`src/rtl/seq_alu.sv`:
```
// Multi-cycle accumulator ALU: single-cycle logic/arith ops, iterative shift-add MUL and restoring DIV.
// Optional status flags (flag_z/flag_n/flag_c) are built only when SEQ_ALU_FLAGS_EN is defined.
module seq_alu #(
    parameter int WIDTH = 16
) (
    input  logic             clk,
    input  logic             reset,
    input  logic             start,
    input  logic [3:0]       opcode,
    input  logic [WIDTH-1:0] operand1,
    input  logic [WIDTH-1:0] operand2,
    output logic             busy,
    output logic             done,
    output logic [WIDTH-1:0] result,
    output logic [WIDTH-1:0] result_hi,
    output logic             div_zero
`ifdef SEQ_ALU_FLAGS_EN
    ,
    output logic             flag_z,
    output logic             flag_n,
    output logic             flag_c
`endif
);

    localparam int CNT_W = $clog2(WIDTH);

    localparam logic [3:0] OP_ADD  = 4'h0;
    localparam logic [3:0] OP_SUB  = 4'h1;
    localparam logic [3:0] OP_MUL  = 4'h2;
    localparam logic [3:0] OP_DIV  = 4'h3;
    localparam logic [3:0] OP_SHL  = 4'h4;
    localparam logic [3:0] OP_SHR  = 4'h5;
    localparam logic [3:0] OP_ROL  = 4'h6;
    localparam logic [3:0] OP_ROR  = 4'h7;
    localparam logic [3:0] OP_AND  = 4'h8;
    localparam logic [3:0] OP_OR   = 4'h9;
    localparam logic [3:0] OP_XOR  = 4'hA;
    localparam logic [3:0] OP_NOR  = 4'hB;
    localparam logic [3:0] OP_NAND = 4'hC;
    localparam logic [3:0] OP_XNOR = 4'hD;
    localparam logic [3:0] OP_GT   = 4'hE;
    localparam logic [3:0] OP_EQ   = 4'hF;

    typedef enum logic [1:0] {
        IDLE = 2'd0,
        ITER = 2'd1,
        DONE = 2'd2
    } state_t;

    function automatic logic [WIDTH-1:0] alu_single(input logic [3:0] op,
                                                    input logic [WIDTH-1:0] a,
                                                    input logic [WIDTH-1:0] b);
        logic [WIDTH-1:0] r;
        r = '0;
        case (op)
            OP_ADD:  r = a + b;
            OP_SUB:  r = a - b;
            OP_SHL:  r = {a[WIDTH-2:0], 1'b0};
            OP_SHR:  r = {1'b0, a[WIDTH-1:1]};
            OP_ROL:  r = {a[WIDTH-2:0], a[WIDTH-1]};
            OP_ROR:  r = {a[0], a[WIDTH-1:1]};
            OP_AND:  r = a & b;
            OP_OR:   r = a | b;
            OP_XOR:  r = a ^ b;
            OP_NOR:  r = ~(a | b);
            OP_NAND: r = ~(a & b);
            OP_XNOR: r = ~(a ^ b);
            OP_GT:   r = {{(WIDTH-1){1'b0}}, (a > b)};
            OP_EQ:   r = {{(WIDTH-1){1'b0}}, (a == b)};
            default: r = '0;
        endcase
        return r;
    endfunction

    state_t           state_r, state_next_s;
    logic [CNT_W-1:0] counter_r;
    logic [WIDTH-1:0] acc_r, work_r, opd_r;
    logic             is_div_r;
    logic             busy_r, done_r, div_zero_r;
    logic [WIDTH-1:0] result_r, result_hi_r;

    logic             accept_s, iter_op_s, last_step_s;
    logic [WIDTH:0]   mul_sum_s, div_sh_s;
    logic             div_ge_s;
    logic [WIDTH-1:0] div_diff_s, step_acc_s, step_work_s;
    logic             fin_en_s, fin_dz_s;
    logic [WIDTH-1:0] fin_result_s, fin_hi_s;

    assign accept_s    = start && (state_r != ITER);
    assign iter_op_s   = (opcode == OP_MUL) || ((opcode == OP_DIV) && (operand2 != '0));
    assign last_step_s = (state_r == ITER) && (counter_r == '0);

    // Next-state decode for the IDLE/ITER/DONE controller
    always_comb begin
        state_next_s = state_r;
        case (state_r)
            IDLE, DONE: begin
                if (start) begin
                    state_next_s = iter_op_s ? ITER : DONE;
                end else begin
                    state_next_s = IDLE;
                end
            end
            ITER: begin
                if (counter_r == '0) begin
                    state_next_s = DONE;
                end else begin
                    state_next_s = ITER;
                end
            end
            default: state_next_s = IDLE;
        endcase
    end

    // One iteration: MUL shifts {acc,work} right after a conditional add; DIV shifts left and trial-subtracts
    always_comb begin
        mul_sum_s  = {1'b0, acc_r} + (work_r[0] ? {1'b0, opd_r} : {(WIDTH+1){1'b0}});
        div_sh_s   = {acc_r, work_r[WIDTH-1]};
        div_ge_s   = (div_sh_s >= {1'b0, opd_r});
        div_diff_s = div_sh_s[WIDTH-1:0] - opd_r;
        if (is_div_r) begin
            step_acc_s  = div_ge_s ? div_diff_s : div_sh_s[WIDTH-1:0];
            step_work_s = {work_r[WIDTH-2:0], div_ge_s};
        end else begin
            step_acc_s  = mul_sum_s[WIDTH:1];
            step_work_s = {mul_sum_s[0], work_r[WIDTH-1:1]};
        end
    end

    // Values loaded into the visible result registers on the edge that enters DONE
    always_comb begin
        fin_en_s     = 1'b0;
        fin_result_s = '0;
        fin_hi_s     = '0;
        fin_dz_s     = 1'b0;
        if (accept_s && !iter_op_s) begin
            fin_en_s = 1'b1;
            if (opcode == OP_DIV) begin
                fin_result_s = '1;
                fin_hi_s     = operand1;
                fin_dz_s     = 1'b1;
            end else begin
                fin_result_s = alu_single(opcode, operand1, operand2);
            end
        end else if (last_step_s) begin
            fin_en_s     = 1'b1;
            fin_result_s = step_work_s;
            fin_hi_s     = step_acc_s;
        end else begin
            fin_en_s = 1'b0;
        end
    end

    // State, handshake outputs, working registers and results
    always_ff @(posedge clk) begin
        if (reset) begin
            state_r     <= IDLE;
            busy_r      <= 1'b0;
            done_r      <= 1'b0;
            counter_r   <= '0;
            acc_r       <= '0;
            work_r      <= '0;
            opd_r       <= '0;
            is_div_r    <= 1'b0;
            result_r    <= '0;
            result_hi_r <= '0;
            div_zero_r  <= 1'b0;
        end else begin
            state_r <= state_next_s;
            busy_r  <= (state_next_s == ITER);
            done_r  <= (state_next_s == DONE);
            if (accept_s && iter_op_s) begin
                counter_r <= CNT_W'(WIDTH-1);
                acc_r     <= '0;
                work_r    <= operand1;
                opd_r     <= operand2;
                is_div_r  <= (opcode == OP_DIV);
            end else if (state_r == ITER) begin
                counter_r <= counter_r - CNT_W'(1);
                acc_r     <= step_acc_s;
                work_r    <= step_work_s;
            end
            if (fin_en_s) begin
                result_r    <= fin_result_s;
                result_hi_r <= fin_hi_s;
                div_zero_r  <= fin_dz_s;
            end
        end
    end

    assign busy      = busy_r;
    assign done      = done_r;
    assign result    = result_r;
    assign result_hi = result_hi_r;
    assign div_zero  = div_zero_r;

`ifdef SEQ_ALU_FLAGS_EN
    function automatic logic carry_of(input logic [3:0] op,
                                      input logic [WIDTH-1:0] a,
                                      input logic [WIDTH-1:0] b);
        logic [WIDTH:0] sum;
        logic           c;
        sum = {1'b0, a} + {1'b0, b};
        case (op)
            OP_ADD:         c = sum[WIDTH];
            OP_SUB:         c = (a < b);
            OP_SHL, OP_ROL: c = a[WIDTH-1];
            OP_SHR, OP_ROR: c = a[0];
            default:        c = 1'b0;
        endcase
        return c;
    endfunction

    logic fin_c_s;
    logic flag_z_r, flag_n_r, flag_c_r;

    // Carry/borrow/overflow source for the op that is finishing
    always_comb begin
        fin_c_s = 1'b0;
        if (accept_s && !iter_op_s) begin
            fin_c_s = (opcode == OP_DIV) ? 1'b1 : carry_of(opcode, operand1, operand2);
        end else if (last_step_s) begin
            fin_c_s = !is_div_r && (step_acc_s != '0);
        end else begin
            fin_c_s = 1'b0;
        end
    end

    // Flags track the result registers
    always_ff @(posedge clk) begin
        if (reset) begin
            flag_z_r <= 1'b0;
            flag_n_r <= 1'b0;
            flag_c_r <= 1'b0;
        end else if (fin_en_s) begin
            flag_z_r <= (fin_result_s == '0);
            flag_n_r <= fin_result_s[WIDTH-1];
            flag_c_r <= fin_c_s;
        end
    end

    assign flag_z = flag_z_r;
    assign flag_n = flag_n_r;
    assign flag_c = flag_c_r;
`endif

endmodule
```
`config.mk`:
```
export PLATFORM = sky130hd
export DESIGN_NAME = seq_alu
export DESIGN_NICKNAME = d
export VERILOG_FILES = /design/src/rtl/seq_alu.sv
export SDC_FILE = /design/constraint.sdc
export NUM_CORES = 1
export LEC_CHECK = 0
export CAP_MARGIN = 5
export CORE_UTILIZATION = 60
export DETAILED_ROUTE_END_ITERATION = 10
export PLACE_DENSITY = 0.94
export SETUP_SLACK_MARGIN = 0.15
export SLEW_MARGIN = 30
export SYNTH_ARGS = -nofsm -noshare
export SYNTH_HDL_FRONTEND = slang
export SYNTH_SLANG_ARGS = --single-unit
export TNS_END_PERCENT = 1
```
`constraint.sdc`:
```
create_clock -name clk -period 3.2 [get_ports clk]
set_input_delay 0.64 -clock clk [delete_from_list [all_inputs] [get_ports clk]]
set_output_delay 0.64 -clock clk [all_outputs]
set_load 0.05 [all_outputs]
```
### Word-level counts from Yosys, hierarchy flattened

Index checks and enable logic that the tools add are counted.

* register bits after elaboration: 90
* bits of input ports: 39

* $add $sub $neg: 5
* order comparisons: 2
* equality and inequality tests: 21
* multiplexer cells: 23
* bitwise gates (word level): 6
* reductions and logical operators: 14

Operator list (count)
* $pmux W16 S14: 1
* $mux W16: 12
* $not A16 Y16: 3
* $eq A4 B4 Y1 const B: 8
* $sub A16 B16 Y16: 2
* $add A16 B16 Y17: 1
* $ge A17 B16 Y1: 1
* $add A16 B16 Y16: 1
* $and A16 B16 Y16: 1
* $eq A16 B16 Y1: 1
* $eq A4 B3 Y1 const B: 4
* $gt A16 B16 Y1: 1
* $or A16 B16 Y16: 1
* $reduce_bool A16 Y1: 1
* $xor A16 B16 Y16: 1
* $eq A4 B2 Y1 const B: 2
* $logic_not A4 Y1: 2
* $mux W4: 2
* $mux W2: 3
* $logic_and A1 B1 Y1: 5
* $eq A2 B1 Y1 const B: 2
* $eq A2 B2 Y1 const B: 2
* $eq A4 B1 Y1 const B: 1
* $mux W1: 4
* 8 further kinds: 9

### Logic depth before layout (Yosys ltp)

* word-level depth: 7
* mapped depth: 13
* mapped depth without buffers: 12

### Worst setup path after synthesis

OpenSTA, ideal clock, no wires.

* path kind: input to register
* from: in operand1[6]
* to: reg result_r[15] (netlist: result[15])
* arrival time: 2.769 ns
* setup slack: 0.310 ns
* stages: 11
* path buffers: 1
* cells stage by stage: inv_1 -> ha_1 -> buf_6 -> or3_4 -> o21bai_4 -> a21oi_4 -> o21ai_2 -> a311oi_2 -> mux2_4 -> a221oi_2 -> a21oi_2

* word-level cells in the longest chain between the ends: 4
* elaborated cells on any way between the ends: 5

RTL lines
* from (decl): line 10 `input logic [WIDTH-1:0] operand1,`
* $sub A16 B16 Y16 / $add A16 B16 Y16 (equally long branches): line 57, 56
* $pmux W16 S14 *: line 55 `case (op)`
* $mux W16 *: line 138 `if (opcode == OP_DIV) begin`
* $mux W16 *: line 136 `if (accept_s && !iter_op_s) begin`
* to (signal assigned): line 184 `result_r <= fin_result_s;`
* to (decl): line 80 `logic [WIDTH-1:0] result_r, result_hi_r;`

Every way passes the cells marked *; elsewhere a longest branch is shown, timed or not.
A chain may end at the register's enable or synchronous reset.

### Worst setup path in the final report

* from: in operand2[1]
* to: reg result_r[15] (netlist: result[15])

* word-level cells in the longest chain between the ends: 6
* elaborated cells on any way between the ends: 11

RTL lines
* from (decl): line 11 `input logic [WIDTH-1:0] operand2,`
* branches (longest 6 deep; another with $sub A16 B16 Y16)

Several ways; the timed one is not identified.

==> impl_summary.md <==
Global route
The wire length of the first global-routing pass is 51060 um. The largest net degree at the start of global routing is 70. The number of global-route vias before repair is 10370. For this run, the total global-route usage over all layers was measured as 0.4050. After global routing the overflow that remains totals 0. The number of antenna violations at the first check in global routing is 0.

Floorplanning
For this configuration, the core starts out at a cell density of 0.6180. The number of top-level design ports is 74. The number of placement rows is 44. The die area is 15520 sq um. Measured along the x axis, the die boundary spans 124.6 um. From bottom edge to top edge, the die measures 124.6 um. The total area inside the core boundary comes to 14590 sq um.

Clock tree
At the later pin of the worst-skew pair, clock insertion delay measures 0.35 ns. The tree built by TritonCTS fans out to 90 sinks. The longest clock path from root to sink contains 2 buffers. Clock-pin slew was measured on the worst setup and hold paths at 0.06 ns. The number of H-tree branching levels is 3. The cell at the root of the clock tree is clkbuf_16. Clock tree synthesis inserted a total of 9 buffers. The clock tree from TritonCTS is built.

Placement
The detailed placer's ending HPWL is 23350 um. The weighted congestion reported at the end of routability-driven placement is 1.122. In this run the tool buffered the top-level ports with 73 buffer cells. In this run, placement finished with an instance count of 1511.

Yosys
Yosys instantiated no cell more often than nand2_1. Of the post-synthesis cell area, the dominant cell type holds 0.1998. During synthesis, Yosys emitted a total of 0 warnings. A synthesized cell averages 7.458 sq um. In the synthesized netlist the dominant register cell turns out to be dfxtp_1. The count of unique library cells instantiated by Yosys is 94.

The share of the Yosys chip area taken by registers is 0.1998. The synthesized design contains 0 enable-type register cells. The number of synthesized register bits is 90.

After synthesis, the cell types taking the most area are dfxtp_1, ha_1, a21oi_1. The dominant cell type by area after synthesis is dfxtp_1. Sorting the synthesized cells by how often they occur yields nand2_1, a21oi_1, nor2_1, dfxtp_1, ha_1. In this run the cell area of the synthesized design comes to 9016 sq um. The post-synthesis async set-or-reset flop share is 0. The net count after synthesis is 1337.

The synthesized instance count is 1209.

Setup path
For the worst setup path, the data arrival time is 3.36 ns. The worst setup path is launched from an input pin. The worst setup path is captured at a register. Data on the critical path is required at its endpoint by 3.44 ns. Along the worst path, the maximum fanout reaches 3. The count of cells along the worst register-to-register path is 12. The critical setup path kind is input pin to register.

Power and ir drop
The power per cell area is 333.6 nW/um^2. Summing internal, switching and leakage power gives 3.680 mW. The worst vdd rail ir drop is 0.0003137 V. Summed over all cells, the static leakage comes to 4.557 nW.

Drt
The detailed-route DRC error count is 0. Dividing the detail-routed via count by the number of cells gives 7.157. The final antenna-violating net count is 0. The detailed-route via count is 10940.

For this block, the routed nets add up to 33210 um of wire. The pre-antenna-repair detailed-routing pass consisted of 8 iterations. The average wire per standard cell is 21.72 um. The detailed router finished its first iteration with 1984 violations.

STA
The final count of hold timing violations is 0. The setup total negative slack is 0 ns. The final period utilization is 0.9763.

The remaining max-slew budget at the tightest pin is 0.4407. At the pin with the least slew margin, the transition time is 0.8379 ns. Setup repair after global routing could not meet its margin everywhere. The max-slew violation total from the final report is 0. After layout, the minimum clock period comes to 3.124 ns. The total of endpoints with negative setup slack in the final report is 0. On the final layout, the worst clock skew is 0.01031 ns. The maximum clock frequency is 0.3201 GHz.

Layout
The number of antenna diodes is 0. The synthesis-to-layout area growth is 22.36%. The finished layout holds 1529 standard cells, fillers aside.

The proportion of layout cells with a drive suffix above 1 is 0.1710. Counting the fill cells in the layout gives 909. The post-layout net count is 1468.

For this run, the share of the core covered by cells in the final layout is 0.7562.

Hold path
The worst hold path passes through 2 cells. The class of the most critical hold timing path is register to register.

Job
The count of maximum capacitance violations is 0.

Run status
The flow ran to the end, and the final reports show no timing, DRC or antenna violations.
## cell type report
type	count	area, sq um	area share
Inverter	80	300.3	0.02722
Timing Repair Buffer	199	1720	0.1559
Multi-Input combinational cell	960	6680	0.6055
Sequential cell	90	1803	0.1634
Clock inverter	4	51.30	0.004650
Clock buffer	12	246.5	0.02234
Tap cell	184	230.2	0.02087
## flip-flops by register name (all words and copies together), names as in the netlist, 2 cells and up
register and cells:
acc_r 16, counter_r 4, opd_r 16, result 16
result_hi 16, state_r 2, work_r 16
## cell families after synthesis
kind of cell / synth area share
AO/OA/AOI/OAI: 0.3074
AND/OR/NAND/NOR: 0.1966
buffers and inverters: 0.07771
flip-flops: 0.1998
adder cells (fa/ha/maj): 0.1268
XOR/XNOR: 0.04177
multiplexers: 0.04982
## worst max-delay path, stage by stage
cell and delay [ns]:
clkdlybuf4s50_1 0.47, inv_1 0.10, ha_1 0.34, nor3_1 0.20
a211o_1 0.30, a21o_4 0.22, o21ai_4 0.07, a311oi_2 0.34
mux2_4 0.33, a221oi_2 0.26, a21oi_2 0.08
## per-stage QoR
stage	hold WS, ns	worst slack [ns]	instance area, sq um
final	0.4725	0.07569	11030
after global routing	0.4961	-0.05471	11030
after CTS	0.4768	0.05091	10850
after detailed placement	0.4685	-0.4962	10550
after global placement	0.4573	-0.3639	10550
after floorplan	0.4434	0.3101	9016
## path summary, 6_finish.rpt
kind              slack [ns]   startpoint            end
setup / recovery        0.08  operand2[1]     result[15]
hold / removal          0.47    result[7]      result[7]
hold reg to reg         0.47    result[7]      result[7]
setup reg to reg        0.18    work_r[0]  result_hi[11]
## power breakdown
group	leakage [nW]	internal, mW	switching, mW
clock	0.143	0.628	0.463
sequential	0.733	1.16	0.0390
combinational	3.68	0.572	0.815
total	4.56	2.36	1.32
## metal layers
| layer | global-route usage | share of wire |
|---|---|---|
| met4 | 0.2948 | 0.090 |
| met1 | 0.4661 | 0.34 |
| met5 | 0 | 0 |
| met2 | 0.6490 | 0.44 |
| met3 | 0.1048 | 0.13 |
## what timing repair did
action,CTS,global route
gates resized for setup,4,37
buffers inserted,0,2
pin swaps,0,13
hold buffers,0,0
endpoints found under the setup margin,8,23
## cell usage in the layout (no fill, tap or decap), types with 13 or more instances in the layout
cell | netlist | routed
mux2_2 | 18 | 18
clkdlybuf4s50_1 | 0 | 65
buf_4 | 4 | 122
nand3_1 | 38 | 37
a21o_1 | 14 | 13
nor2_1 | 97 | 96
a211oi_1 | 23 | 23
a21oi_1 | 116 | 114
and2_1 | 16 | 16
mux2i_1 | 22 | 22
nor3_1 | 30 | 30
nand2_1 | 122 | 122
o22ai_1 | 14 | 13
inv_1 | 78 | 74
a221oi_1 | 21 | 20
a22oi_1 | 15 | 15
xnor2_1 | 26 | 25
dfxtp_1 | 90 | 89
ha_1 | 85 | 78
o21ai_0 | 77 | 76
a31oi_1 | 16 | 16
xor2_1 | 17 | 17
Power figures use the tool's default switching activity.
